### config.mk
export PLATFORM = sky130hd
export DESIGN_NAME = mux_nway_arb
export DESIGN_NICKNAME = d
export VERILOG_FILES = /design/src/rtl/mux_nway_arb_pkg.sv /design/src/rtl/mux_nway_arb_rr_pick.sv /design/src/rtl/mux_nway_arb.sv
export SDC_FILE = /design/constraint.sdc
export NUM_CORES = 1
export LEC_CHECK = 0
export ABC_CLOCK_PERIOD_IN_PS = 5200
export CAP_MARGIN = 25
export CORE_ASPECT_RATIO = 1.1
export CORE_MARGIN = 1.5
export CORE_UTILIZATION = 40
export CTS_CLUSTER_DIAMETER = 40
export CTS_CLUSTER_SIZE = 28
export DETAILED_ROUTE_END_ITERATION = 12
export GPL_ROUTABILITY_DRIVEN = 0
export HOLD_SLACK_MARGIN = 0.15
export PLACE_DENSITY = 0.83
export SYNTH_ARGS = -nofsm -noshare
export SYNTH_HDL_FRONTEND = slang
export SYNTH_SLANG_ARGS = --single-unit
### constraint.sdc
create_clock -name clk -period 5.2 [get_ports clk]
set_input_delay 0.78 -clock clk [delete_from_list [all_inputs] [get_ports clk]]
set_output_delay 0.78 -clock clk [all_outputs]
set_load 0.1 [all_outputs]
### src/rtl/mux_nway_arb_pkg.sv
// mux_nway_arb_pkg: shared mode encodings for the n-way arbitrated mux
package mux_nway_arb_pkg;
  localparam logic MUX_MODE_FIXED = 1'b0;
  localparam logic MUX_MODE_RR    = 1'b1;
endpackage

### src/rtl/mux_nway_arb_rr_pick.sv
// rr_pick: rotating priority encoder, first set req at or after start (mod N)
module rr_pick
  import mux_nway_arb_pkg::*;
#(
  parameter int N = 4,
  localparam int SW = $clog2(N)
) (
  input  logic [N-1:0]  req,
  input  logic [SW-1:0] start,
  output logic [SW-1:0] gnt_idx,
  output logic          gnt_vld
);
  // scan from farthest to nearest so the nearest request wins
  always_comb begin
    gnt_idx = '0;
    gnt_vld = 1'b0;
    for (int k = N - 1; k >= 0; k--) begin
      int j;
      j = int'(start) + k;
      j = (j >= N) ? j - N : j;
      if (req[j]) begin
        gnt_idx = SW'(j);
        gnt_vld = 1'b1;
      end
    end
  end
endmodule

### src/rtl/mux_nway_arb.sv
// mux_nway_arb: n-way valid/ready mux with fixed or round-robin select and registered output
module mux_nway_arb
  import mux_nway_arb_pkg::*;
#(
  parameter int WIDTH = 16,
  parameter int CHANNELS = 4,
  localparam int SEL_W = $clog2(CHANNELS)
) (
  input  logic                      clk,
  input  logic                      reset,
  input  logic                      mode,
  input  logic [SEL_W-1:0]          sel,
  input  logic [CHANNELS*WIDTH-1:0] in_data,
  input  logic [CHANNELS-1:0]       in_valid,
  output logic [CHANNELS-1:0]       in_ready,
  output logic [WIDTH-1:0]          out_data,
  output logic [SEL_W-1:0]          out_chan,
  output logic                      out_valid,
  input  logic                      out_ready
);
  logic [SEL_W-1:0] ptr, rr_idx, grant;
  logic             rr_vld, fix_vld, gnt_vld, load_en;
  logic [WIDTH-1:0] pick;

  rr_pick #(.N(CHANNELS)) u_pick (
    .req(in_valid),
    .start(ptr),
    .gnt_idx(rr_idx),
    .gnt_vld(rr_vld)
  );

  // out-of-range sel shifts past the top bit, so it can never grant
  assign fix_vld = |(in_valid & (CHANNELS'(1) << sel));
  assign grant   = (mode == MUX_MODE_RR) ? rr_idx : sel;
  assign gnt_vld = (mode == MUX_MODE_RR) ? rr_vld : fix_vld;
  assign load_en = !out_valid | out_ready;
  assign in_ready = (!reset && load_en && gnt_vld) ? (CHANNELS'(1) << grant) : '0;

  // select the granted channel's word
  always_comb begin
    pick = '0;
    for (int c = 0; c < CHANNELS; c++)
      if (grant == SEL_W'(c)) pick = in_data[c*WIDTH +: WIDTH];
  end

  // output stage and round-robin pointer
  always_ff @(posedge clk) begin
    if (reset) begin
      out_valid <= 1'b0;
      out_data  <= '0;
      out_chan  <= '0;
      ptr       <= '0;
    end else if (load_en) begin
      out_valid <= gnt_vld;
      if (gnt_vld) begin
        out_data <= pick;
        out_chan <= grant;
        if (mode == MUX_MODE_RR)
          ptr <= (grant == SEL_W'(CHANNELS - 1)) ? '0 : grant + 1'b1;
      end
    end
  end
endmodule

==> flow_summary_export.csv, run 1 <==
group,metric,value,unit
cts,cts-resized-gates,0,
timing,final.setup_skew,0.00230,ns
outcome,status,"finished, final reports clean",
yosys,synth_top_area_cell,"dfxtp_1",
grt,grt_pass1_vias,1774,
pwr,p_sw,0.000331,W
grt,track_usage,25.7,%
floorplanning,die_x,62.5,microns
yosys,yosys-top-cells-count,"dfxtp_1, nand2_1, nor2_1, a21oi_1, a211oi_1",
timing,hold_viol_final,0,
final_layout,regArea,420,sq um
floorplanning,ios,97,
worst_hold_path,hp-class,"reg2reg",
pwr,internal_power,0.000385,W
yosys,netlist_instances,199,
timing,fin_crit,4.36,ns
floorplanning,num_rows,23,
detailed_routing,detail_route.wl_per_cell,16.5,microns
pwr,power_density,280,nW/um^2
yosys,synth_seq_area_share,27.0,%
setup_path,end_kind,"primary output",
final_layout,area_delta_synth_final,64.2,%
floorplanning,initial_utilization,42.3,%
placement,pre_cts_ws,0.852,ns
detailed_routing,viasPerCell,5.75,
timing,max_slew.worst_pin.slew,1.08,ns
yosys,netlist_area,1560,sq um
yosys,synth_edf_count,0,
yosys,synth_cell_type_count,41,
timing,maxClockFrequency,0.229,GHz
final_layout,drive_gt1_share,6.71,%
timing,fin_tns_setup,0,ns
cts,post_cts_buffers,0,
yosys,synthTopCellsByArea,"dfxtp_1, a221oi_1, o31a_1",
cts,cts.clk_slew.worst_paths,0.08,ns
job,maxCapViolCount,0,
cts,cts.sinks,21,
final_layout,fill_cells,346,
placement,hpwl,3.97,mm
setup_path,critical_path_class,"in2out",
placement,placed_area,2510,sq um
placement,portBuffers,96,
detailed_routing,dr.pass1.iters,4,
cts,cts_tree,"built",
timing,fin_ws,0.840,ns
setup_path,path_max_fanout,18,
cts,ctsHtreeMaxLevel,1,
detailed_routing,postRouteAntennaNets,0,
floorplanning,dieHeight,68.5,microns
timing,min_period_over_period,83.8,%
detailed_routing,vias,1916,
grt,grt_max_degree,33,
yosys,syn-num-nets,277,
grt,grt_pass1_wl,8.73,mm
detailed_routing,drc_errors,0,
final_layout,stdcell_area,2560,sq um
final_layout,antenna_cells,0,
yosys,async_reset_ff_share,0,%
grt,grt_overflow,0,
timing,grt_setup_unrepaired,"no",
yosys,synthFlopType,"dfxtp_1",
setup_path,arrival,3.58,ns
timing,setup_violations,0,
cts,cts_buffer_depth,2,
final_layout,fin_cells,333,
floorplanning,dieArea,4280,sq um
yosys,syn_area_per_cell,7.83,sq um
detailed_routing,drtIter0Drc,74,
yosys,ys_ff_latch,21,
pwr,power_frac_comb,57.5,%
timing,holdWs,0.479,ns
cts,clk-insertion-delay-late,0.26,ns
placement,place_inst,329,
cts,root_buffer,"clkbuf_8",
floorplanning,core-area,3680,sq um
yosys,yosysWarnings,0,
final_layout,multi_input_area,1020,sq um
pwr,switching_share,46.2,%
grt,antenna_found_initial,0,
yosys,synth_top_area_share,27.0,%
final_layout,fin_nets,362,
pwr,leakage,0.940,nW
pwr,power.share.sequential,27.2,%
pwr,peakVddDrop,0.000211,V
cts,cts_hold_buf,0,
timing,max_slew_margin,28.1,%
setup_path,cp-start-kind,"input port",
cts,cts_buffers,3,
detailed_routing,routed_wl,5.48,mm
setup_path,cp.required,4.42,ns
timing,slew_viol_final,0,
pwr,p_clk_share,15.3,%
## per-layer routing
layer / GRT usage [%] / vias up / share of wire, %
met5: 0 / - / 0
li1: - / 921 / -
met3: 5.76 / 8 / 6.5
met2: 46.4 / 77 / 48
met4: 5.28 / 0 / 1.3
met1: 31.8 / 910 / 44
## cell type report
cell class	count	share of cell area, %
inverters	5	0.734
multi-input cells	153	39.8
flip-flops and latches	21	16.4
repair buffers	100	38.8
well taps	50	2.45
clock buffers	4	1.76
## final timing paths
path	endpoint	depth (start not counted)	start	slack (ns)
min	out_chan[0]	2	out_chan[0]	0.48
max	in_ready[2]	10	in_valid[1]	0.84
max reg2reg	out_data[8]	9	ptr[1]	1.71
min reg2reg	out_chan[0]	2	out_chan[0]	0.48
## layout by cell type (no fill, tap or decap), types with 2 or more instances in the layout
master / count
a21oi_1: 19
o221a_2: 2
dfxtp_1: 21
nand2_1: 21
ha_1: 4
nand3_1: 4
o31a_1: 15
and2_1: 2
nand2b_1: 3
nor2b_1: 4
clkdlybuf4s50_1: 92
a221oi_1: 15
clkbuf_8: 3
and3_1: 4
a2111oi_0: 2
nor2_1: 21
inv_1: 4
a211oi_1: 16
buf_4: 7
## power by group through the flow
stage	Clock [W]	Sequential [W]	Combinational (W)
2_1_floorplan	0	0.000339	0.000144
3_3_place_gp	0	0.000198	0.000407
3_5_place_dp	0	0.000198	0.000410
4_1_cts	0.000111	0.000195	0.000412
5_1_grt	0.000116	0.000198	0.000435
6_report	0.000110	0.000195	0.000412
## sequential cells by signal, indices dropped and copies added, names as in the netlist
| register | flops |
|---|---|
| out_chan | 2 |
| out_data | 16 |
| out_valid | 1 |
| ptr | 2 |
## cell families (layout without fill, tap and decap cells)
logic type	count (synthesis)	count (layout)	share of synthesized area [%]
compound gates	79	79	38.6
flops	21	21	27.0
buf+inv	25	109	7.71
mux	2	2	2.41
fa+ha+maj	4	4	3.21
simple gates	68	68	21.0
## critical path, cell delays in order
cell             delay (ns)
clkdlybuf4s50_1        0.59
or2b_1                 0.26
a21oi_1                0.14
o311ai_0               0.21
nand2_1                0.16
ha_1                   0.15
buf_4                  0.21
clkinv_1               0.49
nor2_1                 0.37
buf_12                 0.21
## through the flow
stage	util, %	power (W)
CTS	69.4	0.000717
finish	69.4	0.000717
global route	69.4	0.000749
floorplan	-	0.000483
detailed placement	68.2	0.000608
global placement	68.2	0.000605
Power figures use the tool's default switching activity.
==> inputs of run 2 (changes only) <==
- ABC_CLOCK_PERIOD_IN_PS: 5200 -> 3750
- CORE_UTILIZATION: 40 -> 33
- PLACE_DENSITY: 0.83 -> 0.73
- clock period: 5.2 -> 3.75 ns (I/O delays scaled with it)
==> flow_summary_export.csv, run 2 (synthesis results as in run 1) <==
group,metric,value,unit
cts,cts_tree,"built",
floorplanning,die_x,68.5,microns
detailed_routing,viasPerCell,5.35,
setup_path,end_kind,"primary output",
timing,maxClockFrequency,0.287,GHz
grt,grt_max_degree,33,
timing,fin_crit,3.48,ns
grt,grt_pass1_wl,8.11,mm
detailed_routing,routed_wl,5.23,mm
timing,fin_tns_setup,0,ns
cts,root_buffer,"clkbuf_8",
pwr,peakVddDrop,0.000251,V
pwr,power_density,382,nW/um^2
setup_path,crit_slowest_cell,"clkdlybuf4s50_1",
cts,cts.clk_slew.worst_paths,0.09,ns
timing,setup_violations,0,
detailed_routing,drtIter0Drc,81,
placement,portBuffers,96,
final_layout,largest_reg_flops,16,
floorplanning,dieArea,5140,sq um
final_layout,drive_gt1_share,9.06,%
pwr,power,0.00101,W
pwr,leakage,0.967,nW
grt,grtUsageMet1,25.0,%
detailed_routing,vias,1835,
cts,cts_buffers,3,
grt,grt_pass1_vias,1789,
floorplanning,core-area,4590,sq um
placement,pre_cts_ws,0.101,ns
grt,top_usage_layer,"met2",
grt,use_met3,3.89,%
floorplanning,ios,97,
grt,antenna_found_initial,0,
grt,grt_overflow,0,
detailed_routing,postRouteAntennaNets,0,
cts,ctsHtreeMaxLevel,1,
setup_path,path_max_fanout,17,
setup_path,crit_chain,"clkdlybuf4s50_1, or2b_1, a21oi_1, o311ai_0, nand2_1, ha_1, clkinvlp_4, nor2_2, buf_12",
timing,fin_ws,0.268,ns
job,maxCapViolCount,0,
final_layout,top_register,"out_data",
timing,max_slew_margin,34.1,%
timing,max_slew.worst_pin.slew,0.986,ns
floorplanning,initial_utilization,34.0,%
floorplanning,num_rows,26,
setup_path,cp.required,3.19,ns
cts,clk-insertion-delay-late,0.27,ns
final_layout,fin_nets,366,
timing,slew_viol_final,0,
timing,final.setup_skew,0.0130,ns
setup_path,critPathBufInv,3,
final_layout,final_common_cell,"clkdlybuf4s50_1",
cts,cts.sinks,21,
setup_path,cp-start-kind,"input port",
worst_hold_path,hp-class,"reg2reg",
final_layout,area_delta_synth_final,69.6,%
grt,track_usage,20.9,%
final_layout,reg.largest.list,"out_data x16, out_chan x2, ptr x2",
cts,cts_buffer_depth,2,
setup_path,arrival,2.92,ns
placement,hpwl,3.81,mm
detailed_routing,dr.pass1.iters,4,
grt,use_met2,37.5,%
detailed_routing,detail_route.wl_per_cell,15.2,microns
setup_path,max_stage_delay,0.59,ns
timing,grt_setup_unrepaired,"no",
timing,min_period_over_period,92.8,%
final_layout,antenna_cells,0,
setup_path,path_delay_family,"buffers and inverters",
floorplanning,dieHeight,75.1,microns
detailed_routing,drc_errors,0,
final_layout,final_cell_mix,"clkdlybuf4s50_1, nand2_1, dfxtp_1",
timing,hold_viol_final,0,
outcome,status,"finished, final reports clean",
setup_path,critical_path_class,"in2out",
cts,post_cts_buffers,0,
==> run 2: changes by cell type in the layout (fill, tap and decap cells not counted) <==
cell,delta
buf_4,+1
buf_12,+3
clkinvlp_4,+2
nor2_2,+1
nor2_1,-1
clkinv_1,-1
clkbuf_1,-1
==> run 2: per-layer routing <==
| layer | wire length (microns) | share of wire, % | vias up |
|---|---|---|---|
| met5 | 0 | 0 | - |
| met4 | 53 | 1.0 | 0 |
| met3 | 417 | 8.0 | 6 |
| met2 | 2500 | 48 | 67 |
| met1 | 2260 | 43 | 831 |
| li1 | - | - | 931 |
==> run 2: path summary, 6_finish.rpt <==
kind                     start           end  slack [ns]  cells after the start
setup / recovery   in_valid[1]   in_ready[2]        0.27                      9
hold / removal    out_data[15]  out_data[15]        0.52                      2
setup reg to reg        ptr[1]   out_data[4]        0.93                     11
hold reg to reg   out_data[15]  out_data[15]        0.52                      2
==> run 2: area by class of cell <==
class	instances	area, sq um
Tap cell	56	70.1
Multi-Input combinational cell	153	1020
Sequential cell	21	420
Fill cell	430	1940
Timing Repair Buffer	104	1060
Clock buffer	3	41.3
Inverter	5	22.5
Clock inverter	1	7.51
==> run 2: tightest hold or removal path, stage by stage, from the launching register on <==
cell and delay, ns:
dfxtp_1 0.32, a21oi_1 0.11, a211oi_1 0.05
==> run 2: stage by stage <==
stage	std cells	hold slack (ns)	instance area, sq um	utilization [%]
2_1_floorplan	199	0.595	1560	-
3_3_place_gp	339	0.502	2590	56.5
3_5_place_dp	339	0.509	2590	56.5
4_1_cts	343	0.522	2640	57.5
5_1_grt	343	0.537	2640	57.6
6_report	343	0.517	2640	57.6
==> run 2: where the power goes <==
part | internal [W] | total (W) | switching, W
registers | 0.000253 | 0.000272 | 0.0000196
clock network | 0.0000753 | 0.000158 | 0.0000832
logic | 0.000217 | 0.000579 | 0.000362
==> run 2: what timing repair did <==
item	4_1_cts	5_1_grt
resized for setup	0	1
hold buffers	0	0
endpoints found under the setup margin	0	1
==> inputs of run 3 (changes only) <==
- CAP_MARGIN: 25 -> default
- PLACE_DENSITY: 0.73 -> default
- PLACE_DENSITY_LB_ADDON: default -> 0.1
==> flow_summary_export.csv, run 3 (synthesis results as in run 1) <==
group,metric,value,unit
final_layout,final_cell_mix,"clkdlybuf4s50_1, nand2_1, dfxtp_1",
timing,hold_viol_final,0,
cts,clk-insertion-delay-late,0.26,ns
timing,max_slew_margin,34.1,%
setup_path,path_max_fanout,10,
cts,cts_buffer_depth,2,
cts,cts.clk_slew.worst_paths,0.08,ns
floorplanning,ios,97,
floorplanning,die_x,68.5,microns
floorplanning,core-area,4590,sq um
grt,grt_pass1_vias,1787,
cts,cts.sinks,21,
worst_hold_path,hp-class,"reg2reg",
timing,maxClockFrequency,0.288,GHz
job,maxCapViolCount,0,
setup_path,critical_path_class,"in2out",
setup_path,cp-start-kind,"input port",
detailed_routing,postRouteAntennaNets,0,
floorplanning,initial_utilization,34.0,%
grt,grt_max_degree,22,
pwr,peakVddDrop,0.000230,V
setup_path,cp.required,3.19,ns
timing,slew_viol_final,0,
floorplanning,dieHeight,75.1,microns
grt,grt_overflow,0,
setup_path,end_kind,"primary output",
detailed_routing,drtIter0Drc,146,
outcome,status,"finished, final reports clean",
detailed_routing,routed_wl,5.71,mm
grt,antenna_found_initial,0,
cts,ctsHtreeMaxLevel,1,
pwr,power.share.sequential,27.0,%
timing,setup_violations,0,
timing,min_period_over_period,92.6,%
pwr,power,0.00101,W
final_layout,drive_gt1_share,9.03,%
timing,fin_tns_setup,0,ns
final_layout,reg.largest.list,"out_data x16, out_chan x2, ptr x2",
detailed_routing,drc_errors,0,
pwr,power_density,382,nW/um^2
final_layout,final_common_cell,"clkdlybuf4s50_1",
pwr,p_clk_share,15.0,%
setup_path,arrival,2.91,ns
timing,max_slew.worst_pin.slew,0.985,ns
grt,top_usage_layer,"met2",
cts,post_cts_buffers,0,
grt,use_met3,4.04,%
cts,root_buffer,"clkbuf_8",
pwr,internal_power,0.000545,W
grt,grtUsageMet1,27.8,%
cts,cts_tree,"built",
detailed_routing,vias,1914,
final_layout,fin_nets,367,
timing,fin_crit,3.47,ns
placement,portBuffers,96,
floorplanning,dieArea,5140,sq um
cts,cts_buffers,3,
timing,grt_setup_unrepaired,"no",
grt,use_met2,38.8,%
pwr,switching_share,46.0,%
timing,final.setup_skew,0.00164,ns
final_layout,area_delta_synth_final,69.7,%
placement,hpwl,4.21,mm
final_layout,fill_cells,449,
pwr,power_frac_comb,58.0,%
floorplanning,num_rows,26,
grt,grt_pass1_wl,8.75,mm
cts,cts_hold_buf,0,
final_layout,top_register,"out_data",
detailed_routing,viasPerCell,5.56,
cts,cts-resized-gates,0,
final_layout,largest_reg_flops,16,
grt,track_usage,22.6,%
pwr,p_sw,0.000464,W
detailed_routing,detail_route.wl_per_cell,16.6,microns
final_layout,antenna_cells,0,
pwr,leakage,0.976,nW
detailed_routing,dr.pass1.iters,4,
## run 3: power groups by stage
stage | logic [W] | clock network [W] | registers, W
2_1_floorplan | 0.000200 | 0 | 0.000470
3_3_place_gp | 0.000585 | 0 | 0.000277
3_5_place_dp | 0.000584 | 0 | 0.000277
4_1_cts | 0.000587 | 0.000157 | 0.000272
5_1_grt | 0.000621 | 0.000165 | 0.000276
6_report | 0.000585 | 0.000152 | 0.000272
## run 3: layer usage
layer | vias up | share of wire (%)
li1 | 937 | -
met1 | 901 | 42
met2 | 66 | 48
met3 | 10 | 6.6
met4 | 0 | 2.9
met5 | - | 0
## run 3: path summary, 6_finish.rpt
path         cells past startpoint           to  slack (ns)   startpoint
min                              2  out_chan[0]        0.50  out_chan[0]
max                             10  in_ready[2]        0.28  in_valid[1]
max reg2reg                     11  out_data[5]        1.02       ptr[1]
min reg2reg                      2  out_chan[0]        0.50  out_chan[0]
## run 3: cell type report
| class | instances | area [sq um] | area share, % |
|---|---|---|---|
| clock inverter | 1 | 5.00 | 0.189 |
| clock buffer | 3 | 41.3 | 1.56 |
| timing repair buffer | 105 | 1070 | 40.4 |
| tap | 56 | 70.1 | 2.65 |
| inverter | 5 | 18.8 | 0.710 |
| multi-input combinational | 153 | 1020 | 38.6 |
| sequential | 21 | 420 | 15.9 |
## run 3: metrics by stage
step                      util, %  hold slack (ns)  cells  instance area (sq um)  setup WS [ns]
after floorplan                 -            0.595    199                   1560          0.234
after global placement       56.6            0.477    340                   2600          0.315
after detailed placement     56.6            0.474    340                   2600          0.256
after CTS                    57.6            0.498    344                   2640          0.243
after global routing         57.6            0.520    344                   2640         0.0782
final                        57.6            0.499    344                   2640          0.277
## run 3: critical path, cell delays in order
cell and delay [ns]:
clkdlybuf4s50_1 0.61, or2b_1 0.28, a21oi_1 0.14, o311ai_0 0.14, buf_4 0.18, nand2_1 0.09, ha_1 0.17, clkinv_1 0.27
nor2_2 0.27, buf_12 0.20
